<file path="src/rtl/sa_pkg.sv">
// rtl/sa_pkg.sv - shared systolic-array widths and writer state encoding
package sa_pkg;

    localparam int ADDR_W     = 6;
    localparam int DATA_W     = 8;
    localparam int TILE_ELEMS = 4;

    typedef enum logic [1:0] {
        S_IDLE  = 2'd0,
        S_WAIT  = 2'd1,
        S_WRITE = 2'd2,
        S_DONE  = 2'd3
    } wr_state_t;

endpackage

</file>
<file path="src/rtl/sa_result_writer_if.sv">
// rtl/sa_result_writer_if.sv - job control, SA tile input and RAM write port of the result writer
interface sa_result_writer_if;
    import sa_pkg::*;

    logic              start_i;
    logic [ADDR_W-1:0] result_baseaddr;
    logic              result_valid_i;
    logic [DATA_W-1:0] c11;
    logic [DATA_W-1:0] c12;
    logic [DATA_W-1:0] c21;
    logic [DATA_W-1:0] c22;
    logic              ram_req_o;
    logic [ADDR_W-1:0] ram_addr_o;
    logic [DATA_W-1:0] ram_data_o;
    logic              ram_we_o;
    logic              busy_o;
    logic              is_done_o;
    logic              err_o;

    modport master (
        output start_i, result_baseaddr, result_valid_i, c11, c12, c21, c22,
        input  ram_req_o, ram_addr_o, ram_data_o, ram_we_o, busy_o, is_done_o, err_o
    );

    modport slave (
        input  start_i, result_baseaddr, result_valid_i, c11, c12, c21, c22,
        output ram_req_o, ram_addr_o, ram_data_o, ram_we_o, busy_o, is_done_o, err_o
    );

endinterface

</file>
<file path="src/rtl/sa_result_writer.sv">
// rtl/sa_result_writer.sv - writes each 2x2 SA output tile into the shared RAM as 4 bytes
module sa_result_writer
    import sa_pkg::*;
#(
    parameter int NUM_TILES = 1
)
(
    input  logic              clk,
    input  logic              rst,
    sa_result_writer_if.slave bus
);

    localparam logic [3:0] LAST_TILE = 4'(NUM_TILES - 1);

    wr_state_t         r_state;
    wr_state_t         w_next;
    logic [ADDR_W-1:0] r_base;
    logic [1:0]        r_idx;
    logic [3:0]        r_tile_cnt;
    logic [DATA_W-1:0] r_tile [TILE_ELEMS];
    logic              r_err;
    logic              w_last_elem;
    logic              w_more_tiles;
    logic              w_writing;

    assign w_last_elem  = (r_idx == 2'd3);
    assign w_more_tiles = (r_tile_cnt < LAST_TILE);
    assign w_writing    = (r_state == S_WRITE);

    always_ff @(posedge clk or negedge rst) begin
        if (!rst) begin
            r_state <= S_IDLE;
        end else begin
            r_state <= w_next;
        end
    end

    always_comb begin
        w_next = r_state;
        case (r_state)
            S_IDLE, S_DONE: if (bus.start_i)        w_next = S_WAIT;
            S_WAIT:         if (bus.result_valid_i) w_next = S_WRITE;
            S_WRITE:        if (w_last_elem)        w_next = w_more_tiles ? S_WAIT : S_DONE;
            default:                                w_next = S_IDLE;
        endcase
    end

    always_ff @(posedge clk or negedge rst) begin
        if (!rst) begin
            r_base     <= '0;
            r_idx      <= '0;
            r_tile_cnt <= '0;
            r_err      <= 1'b0;
            for (int i = 0; i < TILE_ELEMS; i++) begin
                r_tile[i] <= '0;
            end
        end else begin
            case (r_state)
                S_IDLE, S_DONE: begin
                    if (bus.start_i) begin
                        r_base     <= bus.result_baseaddr;
                        r_tile_cnt <= '0;
                        r_err      <= 1'b0;
                    end
                end
                S_WAIT: begin
                    if (bus.result_valid_i) begin
                        r_tile[0] <= bus.c11;
                        r_tile[1] <= bus.c12;
                        r_tile[2] <= bus.c21;
                        r_tile[3] <= bus.c22;
                        r_idx     <= '0;
                    end
                end
                S_WRITE: begin
                    r_idx <= r_idx + 2'd1;
                    // A tile arriving mid-write is dropped; only the flag records it.
                    if (bus.result_valid_i) begin
                        r_err <= 1'b1;
                    end
                    if (w_last_elem && w_more_tiles) begin
                        r_tile_cnt <= r_tile_cnt + 4'd1;
                        r_base     <= r_base + ADDR_W'(TILE_ELEMS);
                    end
                end
                default: ;
            endcase
        end
    end

    assign bus.ram_req_o  = w_writing;
    assign bus.ram_we_o   = w_writing;
    assign bus.ram_addr_o = w_writing ? (r_base + ADDR_W'(r_idx)) : '0;
    assign bus.ram_data_o = w_writing ? r_tile[r_idx] : '0;
    assign bus.busy_o     = (r_state == S_WAIT) || w_writing;
    assign bus.is_done_o  = (r_state == S_DONE);
    assign bus.err_o      = r_err;

endmodule

</file>
<file path="src/flat_wrapper.sv">
// flat-port wrapper written by rule: the top's interface ports become plain ports
module sa_result_writer_flat import sa_pkg::*;
#(
    parameter int NUM_TILES = 1
)
  (clk, rst, bus_start_i, bus_result_baseaddr, bus_result_valid_i, bus_c11, bus_c12, bus_c21, bus_c22, bus_ram_req_o, bus_ram_addr_o, bus_ram_data_o, bus_ram_we_o, bus_busy_o, bus_is_done_o, bus_err_o);
  sa_result_writer_if bus_i ();
  input  logic clk;
  input  logic rst;
  input wire logic [$bits(bus_i.start_i)-1:0] bus_start_i;
  input wire logic [$bits(bus_i.result_baseaddr)-1:0] bus_result_baseaddr;
  input wire logic [$bits(bus_i.result_valid_i)-1:0] bus_result_valid_i;
  input wire logic [$bits(bus_i.c11)-1:0] bus_c11;
  input wire logic [$bits(bus_i.c12)-1:0] bus_c12;
  input wire logic [$bits(bus_i.c21)-1:0] bus_c21;
  input wire logic [$bits(bus_i.c22)-1:0] bus_c22;
  output wire logic [$bits(bus_i.ram_req_o)-1:0] bus_ram_req_o;
  output wire logic [$bits(bus_i.ram_addr_o)-1:0] bus_ram_addr_o;
  output wire logic [$bits(bus_i.ram_data_o)-1:0] bus_ram_data_o;
  output wire logic [$bits(bus_i.ram_we_o)-1:0] bus_ram_we_o;
  output wire logic [$bits(bus_i.busy_o)-1:0] bus_busy_o;
  output wire logic [$bits(bus_i.is_done_o)-1:0] bus_is_done_o;
  output wire logic [$bits(bus_i.err_o)-1:0] bus_err_o;
  assign bus_i.start_i = bus_start_i;
  assign bus_i.result_baseaddr = bus_result_baseaddr;
  assign bus_i.result_valid_i = bus_result_valid_i;
  assign bus_i.c11 = bus_c11;
  assign bus_i.c12 = bus_c12;
  assign bus_i.c21 = bus_c21;
  assign bus_i.c22 = bus_c22;
  assign bus_ram_req_o = bus_i.ram_req_o;
  assign bus_ram_addr_o = bus_i.ram_addr_o;
  assign bus_ram_data_o = bus_i.ram_data_o;
  assign bus_ram_we_o = bus_i.ram_we_o;
  assign bus_busy_o = bus_i.busy_o;
  assign bus_is_done_o = bus_i.is_done_o;
  assign bus_err_o = bus_i.err_o;
  sa_result_writer #(.NUM_TILES(NUM_TILES)) u_core (.clk(clk), .rst(rst), .bus(bus_i));
endmodule
</file>
<file path="config.mk">
export PLATFORM = sky130hd
export DESIGN_NAME = sa_result_writer_flat
export DESIGN_NICKNAME = d
export VERILOG_FILES = /design/src/rtl/sa_pkg.sv /design/src/rtl/sa_result_writer_if.sv /design/src/rtl/sa_result_writer.sv /design/src/flat_wrapper.sv
export SDC_FILE = /design/constraint.sdc
export NUM_CORES = 1
export LEC_CHECK = 0
export CAP_MARGIN = 20
export CORE_MARGIN = 2
export CORE_UTILIZATION = 51
export DETAILED_ROUTE_END_ITERATION = 12
export PLACE_DENSITY = 0.84
export SKIP_LAST_GASP = 1
export SYNTH_ARGS = -nofsm -noshare
export SYNTH_HDL_FRONTEND = slang
export SYNTH_SLANG_ARGS = --single-unit
</file>
<file path="constraint.sdc">
create_clock -name clk -period 4.1 [get_ports clk]
set_clock_uncertainty 0.1 [all_clocks]
set_input_delay 0.615 -clock clk [delete_from_list [all_inputs] [get_ports clk]]
set_output_delay 0.615 -clock clk [all_outputs]
set_load 0.02 [all_outputs]
</file>
Word level (Yosys, flattened, before mapping)

Cells that the tools add are included.

Add/subtract/negate cells: 4
$mul: 0
Divide/modulo/power cells: 0
$lt $le $gt $ge: 2
Equal/unequal tests: 9
Shift-type cells: 0
Muxes and demuxes: 21
Bitwise operators: 1
Reductions and logical operators: 11

Operator list:

| kind                  | number |
|---|---|
| $mux W8               | 3 |
| $mux W6               | 3 |
| $bmux W8 S2           | 1 |
| $pmux W6 S2           | 1 |
| $mux W2               | 5 |
| $reduce_and A3 Y1     | 3 |
| $mux W4               | 2 |
| $ne A2 B2 Y1 const B  | 4 |
| $pmux W4 S2           | 1 |
| $add A6 B2 Y6         | 1 |
| $add A6 B3 Y6 const B | 1 |
| $eq A2 B2 Y1 const B  | 3 |
| $pmux W2 S3           | 1 |
| $add A4 B1 Y4 const B | 1 |
| $lt A4 B1 Y1 const B  | 1 |
| $pmux W2 S2           | 1 |
| $reduce_and A2 Y1     | 2 |
| $reduce_bool A2 Y1    | 2 |
| $ge A3 B3 Y1 const B  | 1 |
| $not A2 Y3            | 1 |
| $add A2 B1 Y2 const B | 1 |
| $eq A2 B1 Y1 const B  | 1 |
| $logic_not A2 Y1      | 1 |
| $mux W1               | 2 |
| 5 further kinds       | 5 |

Register bits after elaboration: 47
Latch bits: 0
Bits in writable memories: 0
ROM bits: 0
Input bits: 42
Output and inout port bits: 19
Word-level logic and storage cells: 57
Memories kept: 0

Depth between registers and ports, before layout

Gate-level depths: netlist of run 1.

Depth after elaboration: 5
Mapped depth: 5
Gate-level depth less buffers: 5

Least setup slack after synthesis of run 1

Ideal clock, no wire load.

Kind: register -> output
From: register u_core.r_idx[1]
To: output port bus_ram_addr_o[5]
Arrival time: 1.479 ns
Required time: 3.385 ns
Setup slack: 1.906 ns
Stages on the path, launching flop included: 5
Buffers on the path: 0
Cell sequence: dfrtp_1 ha_1 a21oi_1 or3_1 a21oi_1

Longest elaborated chain between the ends: 2

Ends and longest elaborated chain:

| what                   | RTL line               | text |
|---|---|---|
| from (decl)            | sa_result_writer.sv:18 | `logic [1:0] r_idx;` |
| from (signal assigned) | sa_result_writer.sv:76 | `r_idx <= r_idx + 2'd1;` |
| $add A6 B2 Y6          | sa_result_writer.sv:93 | `assign bus.ram_addr_o = w_writing ? (r_base + ADDR_W'(r_idx)) : '0;` |
| $mux W6                | sa_result_writer.sv:93 |  |
| to (decl)              | flat_wrapper.sv:18     | `output wire logic [$bits(bus_i.ram_addr_o)-1:0] bus_ram_addr_o;` |

Every way passes these cells.

Final worst setup path of run 1

From: register u_core.r_idx[0]
To: output port bus_ram_addr_o[3]

Same word-level chain as after synthesis.

==> summary.txt, run 1 <==
Floorplan
  – Core Footprint: ~0.004 sq mm
  – FP Rows: 23
  – Die Wd: 67.93 um
  – Initial Util: 52.49%
  – Num ports: 61
  – Die height: 67.93 um
  – Die area: 0.004614 sq mm

Synthesis
  – Syn Std Cell Area: roughly 0.0021 sq mm
  – Asr flop ratio synth: between 90% and 100%
  – Synth warn: 0
  – Synth Register Bits: 43
  – Largest cells by area after synthesis: dfrtp_1 (52%), mux2_2 (21%), mux4_2 (8.6%), ha_1 (3.6%), and2_1 (3.0%)
  – Top_reg_cell synth: dfrtp_1
  – Yosys top cell by area: dfrtp_1
  – Distinct cells, synth: 26
  – Mapped Cells: approximately 150
  – Number of synthesized flops with an enable pin: 0
  – Top cell type's share of synthesized area: between 50% and 60%
  – Synthesized net count: 196
  – Sequential share of the synthesized area: between 50% and 60%
  – Avg Inst Size Synth: roughly 14 sq um

GRT
  – Largest net degree at the start of global routing: 44
  – Total GRT Usage: 22.19%
  – Vias in the first global route: 1,546
  – Initial antenna violation count: 0
  – Grt ovf: 0
  – First-pass GRT wire length: 7265 um

Clock tree
  – Clk pin slew, worst setup/hold paths: 0.08 ns
  – CTS Buffer Depth: 2
  – Htree depth: 2
  – # clock sinks: 43
  – Post-CTS Resized: 0
  – Skew-Pair Late Insertion Delay: 0.29 ns
  – Post-CTS Repair Setup Buffers: 0
  – CTS Buf Count: 5
  – Root Driver: clkbuf_8
  – CTS tree: built
  – Hold_buf cts: 0

Layout
  – Final net count: about 260
  – Area grow syn2layout: 34.09%
  – Non-Filler Instances: around 260
  – Share of cells above drive strength 1: 26.92%
  – N_diodes: 0

Timing
  – Unrepaired setup endpoints after global routing: false
  – Final hold viol count: 0
  – Fin crit share: 80.25%
  – Worst Max-Slew Pin Slew: 0.9307 ns
  – Relative slew margins: 37.95%
  – Number of setup violations in the final report: 0
  – Slew Limit Fails: 0
  – Minimum clock period: 3.290 ns
  – Setup TNS: 0 ns
  – Highest clock rate: roughly 0.30 GHz

Drt
  – Drt wl/cell: between 15 and 20 um
  – Vias: 1,412
  – DR iter-0 viols: between 50 and 60
  – Post-DRT Antenna Nets: 0
  – Drt drc: 0
  – Via/cell ratio: 5.473
  – First drt pass iteration count: 4
  – Final wirelength: 4337 um

Worst setup path
  – Critical Path Start Type: flop
  – Most common cell on crit path: a21oi_1
  – Reg2Reg Depth: 5
  – Worst endpoint required time: 3.38 ns
  – Buffers and inverters on the worst path: 1
  – Reg2reg start: u_core.r_state[0]
  – Critical Path Start: u_core.r_idx[0]
  – Reg2Reg Capture Point: u_core.r_state[1]
  – CP Capture Type: primary output
  – Setup CP Type: flop to primary output
  – Crit-path max cell delay: 0.75 ns
  – CP top delay family: flip-flops
  – Instance count on the critical path: 5
  – Worst Path Arrival: 2.58 ns
  – Critical Path Fanout Max: 12
  – Slowest-stage cell, CP: dfrtp_1
  – Worst path cell trace: ha_1 -> a21oi_1 -> or3_1 -> a21oi_1 -> clkdlybuf4s50_1
  – CP endpoint: bus_ram_addr_o[3]
  – Slack of the worst reg-to-reg path: 2.15 ns

Run
  – Max Cap Viol: 0

Placed design
  – Detailed placer's ending HPWL: 3262 um
  – RePlAce Congestion: slightly below 0.8
  – Port buffer count: 60
  – Cells after DPL: 251

Min path
  – Min-Delay Path Class: primary input to async pin

Status
  – Status: completed

Pwr
  – Leakage: 1.162 nW
  – Pwr Density: approximately 700 mW/mm^2
  – Maximum vdd drop: 0.0004175 V
## worst min path at each step
stage / endpoint / cells past startpoint
2_1_floorplan: u_core.bus.err_o / 0
3_3_place_gp: u_core.r_tile[14] / 1
3_5_place_dp: u_core.r_tile[30] / 1
4_1_cts: u_core.r_tile[25] / 1
5_1_grt: u_core.r_tile[14] / 1
6_report: u_core.r_state[0] / 1
## sequential cells by signal, summed over array words and instances, names as in the netlist
| name | flops |
|---|---|
| u_core.bus.err_o | 1 |
| u_core.r_base | 6 |
| u_core.r_state | 2 |
| u_core.r_tile | 32 |
| u_core.r_idx | 2 |
## cell usage after synthesis (2+ instances only)
library cell / instances
dfrtp_1: 43
mux2_2: 38
and2_1: 10
mux4_2: 8
ha_1: 6
a21oi_1: 5
inv_1: 5
nand2_1: 4
buf_2: 3
mux2i_1: 3
o21ai_0: 3
nand3_1: 2
nor2_1: 2
o22ai_1: 2
or3_1: 2
## logic make-up (layout without fill, tap and decap cells)
family                   after synthesis  after routing  synth area share (%)
AND/OR/NAND/NOR                       21             21                 5.462
AO/OA/AOI/OAI                         13             13                 3.961
XOR/XNOR                               2              2                0.8405
adder cells (fa/ha/maj)                7              7                 4.562
flip-flops                            43             43                 51.62
buffers and inverters                 12             73                 2.941
multiplexers                          49             49                 30.61
## per-layer routing
layer	part of all wire [%]	track usage, %
met5	0	0
met4	0.78	6.000
met3	6.6	4.441
met2	53	39.44
met1	39	27.54
## worst reg2reg max path, cell delays in order, from the launching register on
cell and delay [ns]:
dfrtp_1 0.40, inv_1 0.09, ha_1 0.54, inv_1 0.27, o221ai_1 0.26, mux2i_1 0.22
## cell type report
cell class	count	area [sq um]
timing repair buffer	61	603.1
clock inverter	1	5.005
inverter	5	18.77
tap	50	62.56
sequential	43	1076
fill	266	1176
multi-input combinational	92	947.2
clock buffer	6	82.58
## stage by stage
stage | power [mW] | utilization (%) | setup slack [ns] | cell area [sq um] | hold slack, ns
4_1_cts | 1.988 | 70.38 | 0.7716 | 2795 | 0.4071
3_3_place_gp | 1.648 | 68.18 | 1.167 | 2708 | 0.3840
2_1_floorplan | 1.408 | - | 1.906 | 2085 | 0.2194
6_report | 1.966 | 70.38 | 0.8099 | 2795 | 0.3626
3_5_place_dp | 1.719 | 68.18 | 1.093 | 2708 | 0.3936
5_1_grt | 2.108 | 70.38 | 0.5846 | 2795 | 0.4309
## power breakdown
group	leakage [nW]	switching, mW	internal (mW)	total (mW)
registers	0.510	0.156	0.637	0.793
logic	0.605	0.371	0.535	0.906
clock network	0.0470	0.135	0.132	0.267
total	1.16	0.662	1.30	1.97
## cell usage in the layout (no fill, tap or decap)
master           count
o21ai_0              3
nand3_1              2
buf_2                1
xor2_1               1
o22ai_1              2
nor2_1               2
nand2b_1             1
mux4_2               8
and2_1              10
clkinv_2             1
inv_1                5
a32o_1               1
nand2_1              4
o221a_2              1
a21oi_1              5
mux2i_1              3
dfrtp_1             43
mux2_2              38
clkdlybuf4s50_1     59
or3_1                2
fa_1                 1
ha_1                 6
clkbuf_8             6
o221ai_1             1
buf_4                1
xnor2_1              1
Note: power is estimated with default switching activity, not from simulation.
==> inputs of run 2 (changes only) <==
Settings changed: CORE_UTILIZATION 51 to 47, PLACE_DENSITY 0.84 to 0.78.
Clock period 4.1 ns to 3.05 ns, I/O delays scaled along.
==> run 2 against run 1 <==
- critical path depth unchanged
- die area increased by 8.0%
- cell area increased by 0.36%
- critical path type unchanged
- critical endpoint is now bus_ram_addr_o[5]
==> summary.txt, run 2 (synthesis results as in run 1) <==
Drt
  – Drt drc: 0
  – Vias: ~1,400
  – First drt pass iteration count: 4
  – Drt wl/cell: approximately 16 um
  – Via/cell ratio: 5.298
  – Final wirelength: 4272 um
  – Post-DRT Antenna Nets: 0
  – DR iter-0 viols: 50

Run
  – Max Cap Viol: 0

Floorplan
  – Die Wd: 70.60 um
  – Die height: a little over 70 um
  – Core Footprint: 0.004324 sq mm
  – Die area: 0.004984 sq mm
  – Num ports: 61
  – FP Rows: 24
  – Initial Util: 48.21%

Clock tree
  – CTS Buf Count: 5
  – CTS tree: built
  – Hold_buf cts: 0
  – Clk pin slew, worst setup/hold paths: 0.08 ns
  – Post-CTS Repair Setup Buffers: 0
  – Post-CTS Resized: 0
  – # clock sinks: 43
  – CTS Buffer Depth: 2
  – Root Driver: clkbuf_8
  – Skew-Pair Late Insertion Delay: ~0.29 ns
  – Htree depth: 2

Timing
  – Final hold viol count: 0
  – Worst Max-Slew Pin Slew: 0.9276 ns
  – Fin crit share: 91.85%
  – Setup TNS: 0 ns
  – Slew Limit Fails: 0
  – Number of setup violations in the final report: 0
  – Highest clock rate: 0.3570 GHz
  – Relative slew margins: 38.16%
  – Unrepaired setup endpoints after global routing: false
  – Minimum clock period: 2.801 ns

GRT
  – Initial antenna violation count: 0
  – First-pass GRT wire length: between 7000 and 8000 um
  – GR Util met2: 31.55%
  – Met1 usage: between 20% and 30%
  – Met3 Use GR: 6.980%
  – Largest net degree at the start of global routing: 44
  – Total GRT Usage: around a fifth
  – Busiest grt layer: met2
  – Grt ovf: 0
  – Vias in the first global route: 1,561

Layout
  – Largest regs: u_core.r_tile x32, u_core.r_base x6
  – Most frequent cells in the layout: clkdlybuf4s50_1 (59), dfrtp_1 (43), mux2_2 (38)
  – Non-Filler Instances: approximately 260
  – Area grow syn2layout: 34.57%
  – Design area: 0.002805 sq mm
  – Share of cells above drive strength 1: a little over a quarter
  – N_diodes: 0
  – Top reg by flops: u_core.r_tile
  – Final net count: 260
  – Commonest non-fill, non-tap cell in the layout: clkdlybuf4s50_1
  – Max FFs per register: 32

Placed design
  – Detailed placer's ending HPWL: approximately 3100 um
  – RePlAce Congestion: ~0.92
  – Cells after DPL: 256
  – Dpl cell area: 0.002733 sq mm
  – Port buffer count: 60

Pwr
  – Pwr Density: around 940 mW/mm^2
  – Maximum vdd drop: between 0.0004 and 0.0005 V
  – Leakage: 1.168 nW

Worst setup path
  – Worst endpoint required time: 2.49 ns
  – Reg2reg start: u_core.r_state[1]
  – Worst Path Arrival: 2.24 ns
  – CP Capture Type: primary output
  – Critical Path Fanout Max: 4
  – Reg2Reg Depth: 5
  – Slack of the worst reg-to-reg path: roughly 1.3 ns
  – Reg2Reg Capture Point: u_core.r_tile[29]
  – Setup CP Type: flop to primary output
  – Critical Path Start Type: flop

Min path
  – Min-Delay Path Class: primary input to async pin

Status
  – Status: completed
[run 2: worst max-delay path by stage]
stage	startpoint	to	slack (ns)	cells past startpoint
after CTS	u_core.r_base[1]	bus_ram_addr_o[5]	0.26	5
after detailed placement	u_core.r_idx[1]	bus_ram_addr_o[5]	0.59	5
after floorplan	u_core.r_idx[1]	bus_ram_addr_o[5]	1.01	4
final	u_core.r_base[1]	bus_ram_addr_o[5]	0.25	5
after global placement	u_core.r_idx[1]	bus_ram_addr_o[5]	0.63	5
after global routing	u_core.r_base[1]	bus_ram_addr_o[5]	0.12	5
[run 2: critical path: stages (launching register included)]
cell and delay, ns:
dfrtp_1 0.43, ha_1 0.30, a21oi_1 0.10, or3_1 0.36, a21oi_1 0.15, clkdlybuf4s50_1 0.61
[run 2: area by class of cell]
cell class	instances	area [sq um]
fill	339	1519
tap	52	65.06
inverter	5	18.77
multi-input combinational	92	947.2
clock buffer	6	72.57
timing repair buffer	64	625.6
sequential	43	1076
[run 2: power breakdown]
part           leakage (nW)  internal [mW]  switching, mW
clock                0.0371          0.153          0.173
combinational         0.621          0.737          0.540
sequential            0.510          0.857          0.168
total                  1.17           1.75          0.881
[run 2: per-stage QoR]
stage / utilization (%) / worst slack (ns) / total power [mW] / hold slack (ns)
floorplan: - / 1.013 / 1.892 / 0.06191
global placement: 63.19 / 0.6342 / 2.235 / 0.3828
detailed placement: 63.19 / 0.5911 / 2.322 / 0.3885
CTS: 64.87 / 0.2564 / 2.656 / 0.2387
global route: 64.87 / 0.1176 / 2.829 / 0.2803
finish: 64.87 / 0.2486 / 2.628 / 0.1941
[run 2: routing by layer]
metal  share of wire [%]  up-vias
met5                   0        -
met1                  42      670
met3                 7.4        9
li1                    -      651
met4                 2.0        0
met2                  49       58
